## src/rtl/ps2_host_tx.sv

```systemverilog
// PS/2 host-to-device transmitter: inhibit, request-to-send, 10-bit frame shift, ACK and timeout.
// Define PS2_HOST_TX_RETRY_EN to re-send the latched frame once after an ACK error or timeout.

module ps2_host_tx #(
    parameter int INHIBIT_CYCLES = 6500,
    parameter int TIMEOUT_CYCLES = 975000
) (
    input  logic       clk,
    input  logic       rst,
    input  logic [7:0] tx_data,
    input  logic       tx_valid,
    output logic       tx_ready,
    input  logic       ps2_clk_i,
    input  logic       ps2_data_i,
    output logic       ps2_clk_oe,
    output logic       ps2_data_oe,
    output logic       busy,
    output logic       tx_done,
    output logic       tx_ack_err,
    output logic       tx_timeout
);

    localparam int              TW           = $clog2(TIMEOUT_CYCLES + 1);
    localparam logic [TW-1:0]   INHIBIT_LAST = TW'(INHIBIT_CYCLES - 1);
    localparam logic [TW-1:0]   TIMEOUT_LAST = TW'(TIMEOUT_CYCLES - 1);
    localparam logic [3:0]      LAST_BIT     = 4'd9;
    localparam logic [3:0]      BIT_SAT      = 4'd10;

    typedef enum logic [2:0] {
        S_IDLE,
        S_INHIBIT,
        S_REQ,
        S_SHIFT,
        S_ACK,
        S_WAIT_IDLE
    } state_t;

    state_t          r_state;
    state_t          w_state_next;
    logic            r_clk_meta;
    logic            r_clk_sync;
    logic            r_clk_prev;
    logic            r_data_meta;
    logic            r_data_sync;
    logic [9:0]      r_frame;
    logic [3:0]      r_bit_cnt;
    logic [TW-1:0]   r_to_cnt;
    logic            r_data_oe;

    logic            w_fall;
    logic            w_timeout;
    logic            w_nack;
    logic            w_accept;
    logic            w_restart;
    logic            w_shift;
    logic            w_data_oe_next;

    // Synchronizers reset to the idle (released, high) line level so reset never fakes a fall.
    always_ff @(posedge clk or negedge rst) begin
        if (!rst) begin
            r_clk_meta  <= 1'b1;
            r_clk_sync  <= 1'b1;
            r_clk_prev  <= 1'b1;
            r_data_meta <= 1'b1;
            r_data_sync <= 1'b1;
        end else begin
            // NOTE: non-blocking assignments keep every flop sampling its pre-edge input.
            r_clk_meta  <= ps2_clk_i;
            r_clk_sync  <= r_clk_meta;
            r_clk_prev  <= r_clk_sync;
            r_data_meta <= ps2_data_i;
            r_data_sync <= r_data_meta;
        end
    end

    assign w_fall    = r_clk_prev & ~r_clk_sync;
    assign w_timeout = (r_state != S_IDLE) && (r_to_cnt == TIMEOUT_LAST);

    always_ff @(posedge clk or negedge rst) begin
        if (!rst) begin
            r_state   <= S_IDLE;
            r_frame   <= '0;
            r_bit_cnt <= '0;
            r_to_cnt  <= '0;
            r_data_oe <= 1'b0;
        end else begin
            r_state   <= w_state_next;
            r_data_oe <= w_data_oe_next;
            if (w_accept) begin
                r_frame <= {1'b1, ~^tx_data, tx_data};
            end
            if (w_accept || w_restart) begin
                r_bit_cnt <= '0;
            end else if (w_shift && (r_bit_cnt != BIT_SAT)) begin
                r_bit_cnt <= r_bit_cnt + 4'd1;
            end
            // The same counter times the inhibit phase, so it must restart at every inhibit entry.
            if (w_accept || w_restart) begin
                r_to_cnt <= '0;
            end else if (r_state != S_IDLE) begin
                r_to_cnt <= r_to_cnt + 1'b1;
            end
        end
    end

`ifdef PS2_HOST_TX_RETRY_EN
    logic r_retry_used;

    always_ff @(posedge clk or negedge rst) begin
        if (!rst) begin
            r_retry_used <= 1'b0;
        end else if (w_accept) begin
            r_retry_used <= 1'b0;
        end else if (w_restart) begin
            r_retry_used <= 1'b1;
        end
    end
`endif

    always_comb begin
        // NOTE: every comb output gets a default first so no path can infer a latch.
        w_state_next   = r_state;
        w_data_oe_next = r_data_oe;
        w_accept       = 1'b0;
        w_restart      = 1'b0;
        w_shift        = 1'b0;
        w_nack         = 1'b0;
        tx_done        = 1'b0;
        tx_ack_err     = 1'b0;
        tx_timeout     = 1'b0;

        case (r_state)
            S_IDLE: begin
                w_data_oe_next = 1'b0;
                if (tx_valid) begin
                    w_accept     = 1'b1;
                    w_state_next = S_INHIBIT;
                end
            end
            S_INHIBIT: begin
                if (r_to_cnt == INHIBIT_LAST) begin
                    w_data_oe_next = 1'b1;
                    w_state_next   = S_REQ;
                end
            end
            S_REQ: begin
                w_state_next = S_SHIFT;
            end
            S_SHIFT: begin
                if (w_fall) begin
                    w_shift        = 1'b1;
                    w_data_oe_next = ~r_frame[r_bit_cnt];
                    if (r_bit_cnt == LAST_BIT) begin
                        w_state_next = S_ACK;
                    end
                end
            end
            S_ACK: begin
                if (w_fall) begin
                    if (r_data_sync) begin
                        w_nack = 1'b1;
                    end else begin
                        w_state_next = S_WAIT_IDLE;
                    end
                end
            end
            S_WAIT_IDLE: begin
                if (r_clk_sync && r_data_sync) begin
                    tx_done      = 1'b1;
                    w_state_next = S_IDLE;
                end
            end
            default: w_state_next = S_IDLE;
        endcase

        // Failures override whatever the state decoded above, timeout first.
        if (w_timeout || w_nack) begin
            w_shift        = 1'b0;
            w_data_oe_next = 1'b0;
            tx_done        = 1'b0;
`ifdef PS2_HOST_TX_RETRY_EN
            if (!r_retry_used) begin
                w_restart    = 1'b1;
                w_state_next = S_INHIBIT;
            end else begin
                w_state_next = S_IDLE;
                tx_timeout   = w_timeout;
                tx_ack_err   = ~w_timeout;
            end
`else
            w_state_next = S_IDLE;
            tx_timeout   = w_timeout;
            tx_ack_err   = ~w_timeout;
`endif
        end
    end

    assign tx_ready    = (r_state == S_IDLE);
    assign busy        = (r_state != S_IDLE);
    assign ps2_clk_oe  = (r_state == S_INHIBIT) || (r_state == S_REQ);
    assign ps2_data_oe = r_data_oe;

endmodule

```

## config.mk

```make
export PLATFORM = sky130hd
export DESIGN_NAME = ps2_host_tx
export DESIGN_NICKNAME = d
export VERILOG_FILES = /design/src/rtl/ps2_host_tx.sv
export SDC_FILE = /design/constraint.sdc
export NUM_CORES = 1
export LEC_CHECK = 0
export CELL_PAD_IN_SITES_DETAIL_PLACEMENT = 1
export CELL_PAD_IN_SITES_GLOBAL_PLACEMENT = 2
export CORE_MARGIN = 2
export CORE_UTILIZATION = 42
export CTS_BUF_LIST = sky130_fd_sc_hd__clkbuf_4
export CTS_CLUSTER_DIAMETER = 80
export DETAILED_ROUTE_END_ITERATION = 12
export GPL_TIMING_DRIVEN = 0
export PLACE_DENSITY_LB_ADDON = 0.1
export SLEW_MARGIN = 20
export SYNTH_ARGS = -nofsm -noshare
export SYNTH_HDL_FRONTEND = slang
export SYNTH_SLANG_ARGS = --single-unit
export TNS_END_PERCENT = 100
```

## constraint.sdc

```tcl
create_clock -name clk -period 5.9 [get_ports clk]
set_clock_uncertainty 0.2 [all_clocks]
set_input_delay 1.18 -clock clk [delete_from_list [all_inputs] [get_ports clk]]
set_output_delay 1.18 -clock clk [all_outputs]
set_load 0.03 [all_outputs]
```

==> run_results.csv, run 1 <==
group,metric,value,unit
pwr,power.density,188,nW/um2
route,drt-total-wl,5520,um
sta,tightest_slew,822,ps
floorplan,rows,27,
floorplan,die_y,79.3,um
logic_synthesis,ys_seq_area_frac,0.454,
cts,clk_pin_slew_worst_paths,140,ps
logic_synthesis,synth_seq_cells,43,
floorplan,fp.coreArea,5510,um2
setup_path,critPathArrivalTime,2880,ps
cts,cts_setup_buffers,0,
sta,period_share,0.722,
cts,clk_path_buf_depth,2,
placement,dp_hpwl,3980,um
cts,cts-resized-gates,0,
route,drtIter0Drc,49,
setup_path,endpoint_kind,"output port",
pwr,cellLeakagePower,1.21,nW
floorplan,ioPinCount,20,
sta,hold_viol_final,0,
route,via_count,1879,
sta,setup_viol,0,
logic_synthesis,synth.avg_cell_area,10.5,um2
logic_synthesis,synth-edff-count,0,
sta,fin_crit,4260,ps
cells_and_area,drive_gt1_frac,0.182,
logic_synthesis,synth_nets,243,
setup_path,critPathRequiredTime,4520,ps
cts,clk_latency,360,ps
logic_synthesis,synth-main-ff-cell,"dfrtp_1",
setup_path,crit_type,"flip-flop to output port",
sta,fin_setup_tns,0,ps
cells_and_area,nets,270,
route,viasPerCell,5.78,
grt,first_global_vias,1889,
cts,clkSinkCount,43,
cells_and_area,layout_commonest_cell,"dfrtp_1",
cts,cts_buffers,5,
floorplan,design.die.area,6290,um2
cells_and_area,multiInputGateArea,1200,um2
logic_synthesis,syn_inst,226,
cts,cts_root_buf,"clkbuf_4",
floorplan,die_x,79.3,um
cts,cts.htree.levels,2,
cells_and_area,fillerInstances,615,
logic_synthesis,synth.cell_area,2380,um2
route,drtPass1Iterations,4,
run,max-cap-violations,0,
sta,max_freq,0.235,GHz
route,drc,0,
cells_and_area,regArea,1080,um2
grt,antenna_found_initial,0,
grt,grt-ovfl-total,0,
logic_synthesis,async_flop_share,1.00,
setup_path,cp_max_fo,10,
setup_path,cp-start-kind,"flip-flop",
cts,cts_tree,"done",
logic_synthesis,synth_cell_types,58,
logic_synthesis,ys_warn_count,0,
cells_and_area,post-route-util,0.500,
cells_and_area,final_cell_mix,"dfrtp_1, nand2_1, nand3_1",
cells_and_area,diodes,0,
pwr,ir_drop,0.102,mV
floorplan,start_util,0.433,
grt,grt_usage,0.195,
route,drtAntennaViolNets,0,
grt,grt_max_degree,26,
grt,grt_pass1_wl,9580,um
status,status,"complete, no violations",
hold_path,hold_class,"flip-flop to flip-flop",
cells_and_area,area_delta_synth_final,15.5,%
cts,cts_hold_buf,0,
sta,rsz0062_at_grt,"no",
sta,final_max_slew_viol_count,0,
route,wl_per_cell,17.0,um
placement,gp_congestion,0.759,
placement,port-buffer-count,19,
sta,max_slew_margin,0.447,
Yosys cell counts (all sizes together), types with 2 or more instances:
cell type / n / area, um2
clkbuf: 6 / 43.8
o311ai: 2 / 35.0
dfstp: 5 / 131
a21oi: 3 / 15.0
mux4: 2 / 45.0
ha: 4 / 50.1
and2b: 2 / 17.5
nand2: 24 / 90.1
a31oi: 3 / 18.8
and4b: 3 / 30.0
mux2i: 9 / 90.1
o21ai: 18 / 90.1
inv: 5 / 18.8
mux2: 10 / 113
nand2b: 4 / 25.0
nor3: 5 / 30.0
buf: 5 / 38.8
nor2: 8 / 30.0
or4: 2 / 18.8
dfrtp: 38 / 951
nor4b: 3 / 26.3
xnor2: 7 / 61.3
nor4: 4 / 46.3
nand3: 24 / 125
nand4: 5 / 31.3
o31ai: 4 / 35.0
o21bai: 2 / 15.0
xor2: 2 / 17.5
per-layer routing:
| layer | vias to the layer above | GRT usage | wire length, um |
|---|---|---|---|
| met5 | - | 0 | 0 |
| met4 | 0 | 0.0466 | 52 |
| met3 | 4 | 0.0375 | 161 |
| met2 | 28 | 0.315 | 2620 |
| met1 | 961 | 0.271 | 2680 |
| li1 | 886 | - | - |
layout make-up:
| type | instances | area share |
|---|---|---|
| tap | 72 | 0.0327 |
| buffer | 11 | 0.0300 |
| clock buffer | 6 | 0.0164 |
| clock inverter | 1 | 0.0109 |
| multi-input combinational | 167 | 0.435 |
| sequential | 43 | 0.393 |
| timing repair buffer | 20 | 0.0745 |
| inverter | 5 | 0.00682 |
per-stage QoR:
step	worst slack, ps	instances	hold slack (ps)	instance area [um2]	total power, mW
final	1640	325	165	2750	0.517
after global routing	1490	325	173	2750	0.540
after CTS	1610	325	166	2750	0.525
after detailed placement	2080	318	148	2680	0.333
after global placement	2060	317	146	2660	0.331
after floorplan	2300	226	145	2380	0.314
sequential cells by signal, summed over array words and instances (netlist names):
signal and cells:
r_to_cnt 20, r_clk_sync 1, r_state 3, r_frame 10, r_clk_meta 1, r_data_meta 1
r_clk_prev 1, r_bit_cnt 4, r_data_sync 1, ps2_data_oe 1
final timing paths:
check / from / end / slack [ps] / cells after the start
hold / removal: r_clk_meta / r_clk_sync / 160 / 0
hold reg to reg: r_clk_meta / r_clk_sync / 160 / 0
setup / recovery: r_to_cnt[0] / tx_timeout / 1640 / 6
max in group asynchronous: rst / r_to_cnt[8] / 4430 / 2
setup reg to reg: r_to_cnt[0] / r_state[1] / 3400 / 6
min in group asynchronous: rst / r_to_cnt[3] / 560 / 1
cells by family after synthesis:
family	Yosys count	share of synthesized area
buf+inv	16	0.0425
xor+xnor	9	0.0331
fa+ha+maj	4	0.0210
compound gates	38	0.110
simple gates	95	0.235
mux	21	0.104
flops	43	0.454
where the power goes:
group | internal [mW] | switching, mW
combinational | 0.0142 | 0.0128
sequential | 0.298 | 0.00137
clock | 0.0921 | 0.0989
total | 0.404 | 0.113
critical path: stages (launching register included):
cell and delay, ps:
dfrtp_1 470, ha_1 310, nand2b_1 90, or4_4 460, nor4_4 300, buf_6 200, clkdlybuf4s50_1 680
No activity file was read; power rests on OpenSTA's default activity.
==> run 2: changes to the inputs <==
--- a/config.mk
+++ b/config.mk
@@ -8,7 +8,7 @@
 export CELL_PAD_IN_SITES_DETAIL_PLACEMENT = 1
 export CELL_PAD_IN_SITES_GLOBAL_PLACEMENT = 2
 export CORE_MARGIN = 2
-export CORE_UTILIZATION = 42
+export CORE_UTILIZATION = 39
 export CTS_BUF_LIST = sky130_fd_sc_hd__clkbuf_4
 export CTS_CLUSTER_DIAMETER = 80
 export DETAILED_ROUTE_END_ITERATION = 12
==> constraint.sdc (replaced) <==
create_clock -name clk -period 4.38 [get_ports clk]
set_clock_uncertainty 0.2 [all_clocks]
set_input_delay 0.876 -clock clk [delete_from_list [all_inputs] [get_ports clk]]
set_output_delay 0.876 -clock clk [all_outputs]
set_load 0.03 [all_outputs]
==> run_results.csv, run 2 (synthesis gave the netlist of run 1 again) <==
group,metric,value,unit
status,status,"complete, no violations",
cts,cts_tree,"done",
cells_and_area,nets,270,
setup_path,critPathRequiredTime,3300,ps
sta,tightest_slew,696,ps
hold_path,hold_class,"flip-flop to flip-flop",
pwr,power.density,273,nW/um2
floorplan,ioPinCount,20,
sta,rsz0062_at_grt,"no",
route,wl_per_cell,16.6,um
route,drt-total-wl,5470,um
pwr,pwr-share-seq,0.528,
sta,setup_viol,0,
floorplan,die_x,82.2,um
placement,port-buffer-count,19,
grt,grt-ovfl-total,0,
cells_and_area,regMostFlops,"r_to_cnt",
cts,clk_path_buf_depth,2,
setup_path,cp-start-kind,"flip-flop",
hold_path,whs_path_depth,0,
cells_and_area,stdcell_count,329,
setup_path,critPathBufInv,2,
grt,grt_usage,0.184,
cells_and_area,drive_gt1_frac,0.185,
pwr,internal_power,0.605,mW
route,drtPass1Iterations,4,
grt,grt_max_degree,23,
pwr,ir_drop,0.127,mV
sta,fin_setup_tns,0,ps
cts,clkSinkCount,43,
grt,first_global_vias,1936,
cts,cts_buffers,5,
pwr,pwr-share-comb,0.049,
sta,final_max_slew_viol_count,0,
cts,cts_setup_buffers,0,
setup_path,cpPeakStageDelay,610,ps
floorplan,design.die.area,6750,um2
placement,placed_area,2690,um2
cts,cts.htree.levels,2,
floorplan,fp.coreArea,5920,um2
floorplan,die_y,82.2,um
pwr,switchingPower,0.158,mW
cells_and_area,fin_area,2790,um2
setup_path,crit_type,"flip-flop to output port",
cells_and_area,diodes,0,
sta,period_share,0.906,
setup_path,endpoint_kind,"output port",
setup_path,r2r_cells,6,
route,drtAntennaViolNets,0,
sta,fin_crit,3970,ps
route,via_count,1832,
cells_and_area,post-route-util,0.472,
cells_and_area,largest_reg_flops,20,
setup_path,critPathArrivalTime,2890,ps
floorplan,rows,28,
setup_path,crit_chain,"ha_1, nand2b_1, or4_4, nor4_4, buf_6, nor4b_1, clkdlybuf4s50_1",
setup_path,ff2ff_setup_slack,1880,ps
route,drtIter0Drc,65,
pwr,cellLeakagePower,1.23,nW
sta,hold_viol_final,0,
cells_and_area,fillerInstances,670,
cts,clk_latency,370,ps
floorplan,start_util,0.402,
cells_and_area,final_cell_mix,"dfrtp_1, nand2_1, nand3_1",
setup_path,critical-path-slowest-cell,"clkdlybuf4s50_1",
pwr,pwr-share-clk,0.424,
run,max-cap-violations,0,
sta,hold-worst-slack,167,ps
cts,clk_pin_slew_worst_paths,140,ps
placement,gp_congestion,0.699,
setup_path,crit_cells,7,
setup_path,cp_max_fo,10,
placement,dp_hpwl,3970,um
cts,cts-resized-gates,0,
route,viasPerCell,5.57,
sta,max_slew_margin,0.532,
sta,max_freq,0.252,GHz
cells_and_area,area_delta_synth_final,17.3,%
grt,grt_pass1_wl,9400,um
grt,antenna_found_initial,0,
pwr,swShare,0.207,
cells_and_area,layout_commonest_cell,"dfrtp_1",
cts,cts_root_buf,"clkbuf_4",
route,drc,0,
cts,cts_hold_buf,0,
setup_path,cpLargestDelayFamily,"simple AND/OR/NAND/NOR gates",
cells_and_area,reg.largest.list,"r_to_cnt (20), r_frame (10), r_bit_cnt (4)",
placement,dp_cells,321,
[run 2: cell type report]
class | count | area [um2] | area share
inverter | 5 | 18.8 | 0.00672
clock inverter | 2 | 60.1 | 0.0215
sequential | 43 | 1080 | 0.387
multi-input combinational | 167 | 1200 | 0.429
clock buffer | 6 | 45.0 | 0.0161
timing repair buffer | 20 | 213 | 0.0761
tap | 75 | 93.8 | 0.0336
buffer | 11 | 82.6 | 0.0296
[run 2: power groups by stage]
stage,Combinational (mW),Sequential (mW),Clock (mW)
after floorplan,0.0129,0.410,0
after global placement,0.0353,0.410,0
after detailed placement,0.0387,0.410,0
after CTS,0.0387,0.403,0.334
after global routing,0.0416,0.404,0.349
final,0.0371,0.403,0.324
[run 2: path summary, 6_finish.rpt]
| kind | from | endpoint |
|---|---|---|
| worst max-delay path | r_to_cnt[0] | tx_done |
| worst max register to register | r_to_cnt[0] | r_state[1] |
| worst min-delay path | r_clk_meta | r_clk_sync |
| worst min register to register | r_clk_meta | r_clk_sync |
| min in group asynchronous | rst | r_to_cnt[8] |
| max in group asynchronous | rst | r_clk_prev |
[run 2: through the flow]
stage	power, mW	setup WS (ps)
6_report	0.764	413
5_1_grt	0.795	217
4_1_cts	0.776	384
3_5_place_dp	0.449	826
3_3_place_gp	0.446	838
2_1_floorplan	0.423	1080
[run 2: worst register-to-register path: cells and delay by family (launching register included)]
kind            cells  cell delay [ps]
compound gates      2              600
fa+ha+maj           1              300
flops               1              460
mux                 1              280
simple gates        2              560
[run 2: routing by layer]
layer,up-vias,track usage,wire length [um]
met1,909,0.244,2650
met3,6,0.0293,155
li1,887,-,-
met4,0,0.0600,61
met5,-,0,0
met2,30,0.309,2610
==> run 3: changes to the inputs <==
--- a/config.mk
+++ b/config.mk
@@ -10,7 +10,7 @@
 export CORE_MARGIN = 2
 export CORE_UTILIZATION = 39
 export CTS_BUF_LIST = sky130_fd_sc_hd__clkbuf_4
-export CTS_CLUSTER_DIAMETER = 80
+export CTS_CLUSTER_DIAMETER = 150
 export DETAILED_ROUTE_END_ITERATION = 12
 export GPL_TIMING_DRIVEN = 0
 export PLACE_DENSITY_LB_ADDON = 0.1
==> results of run 3 <==
The final DEF is identical to that of run 2; final timing and power are the same.
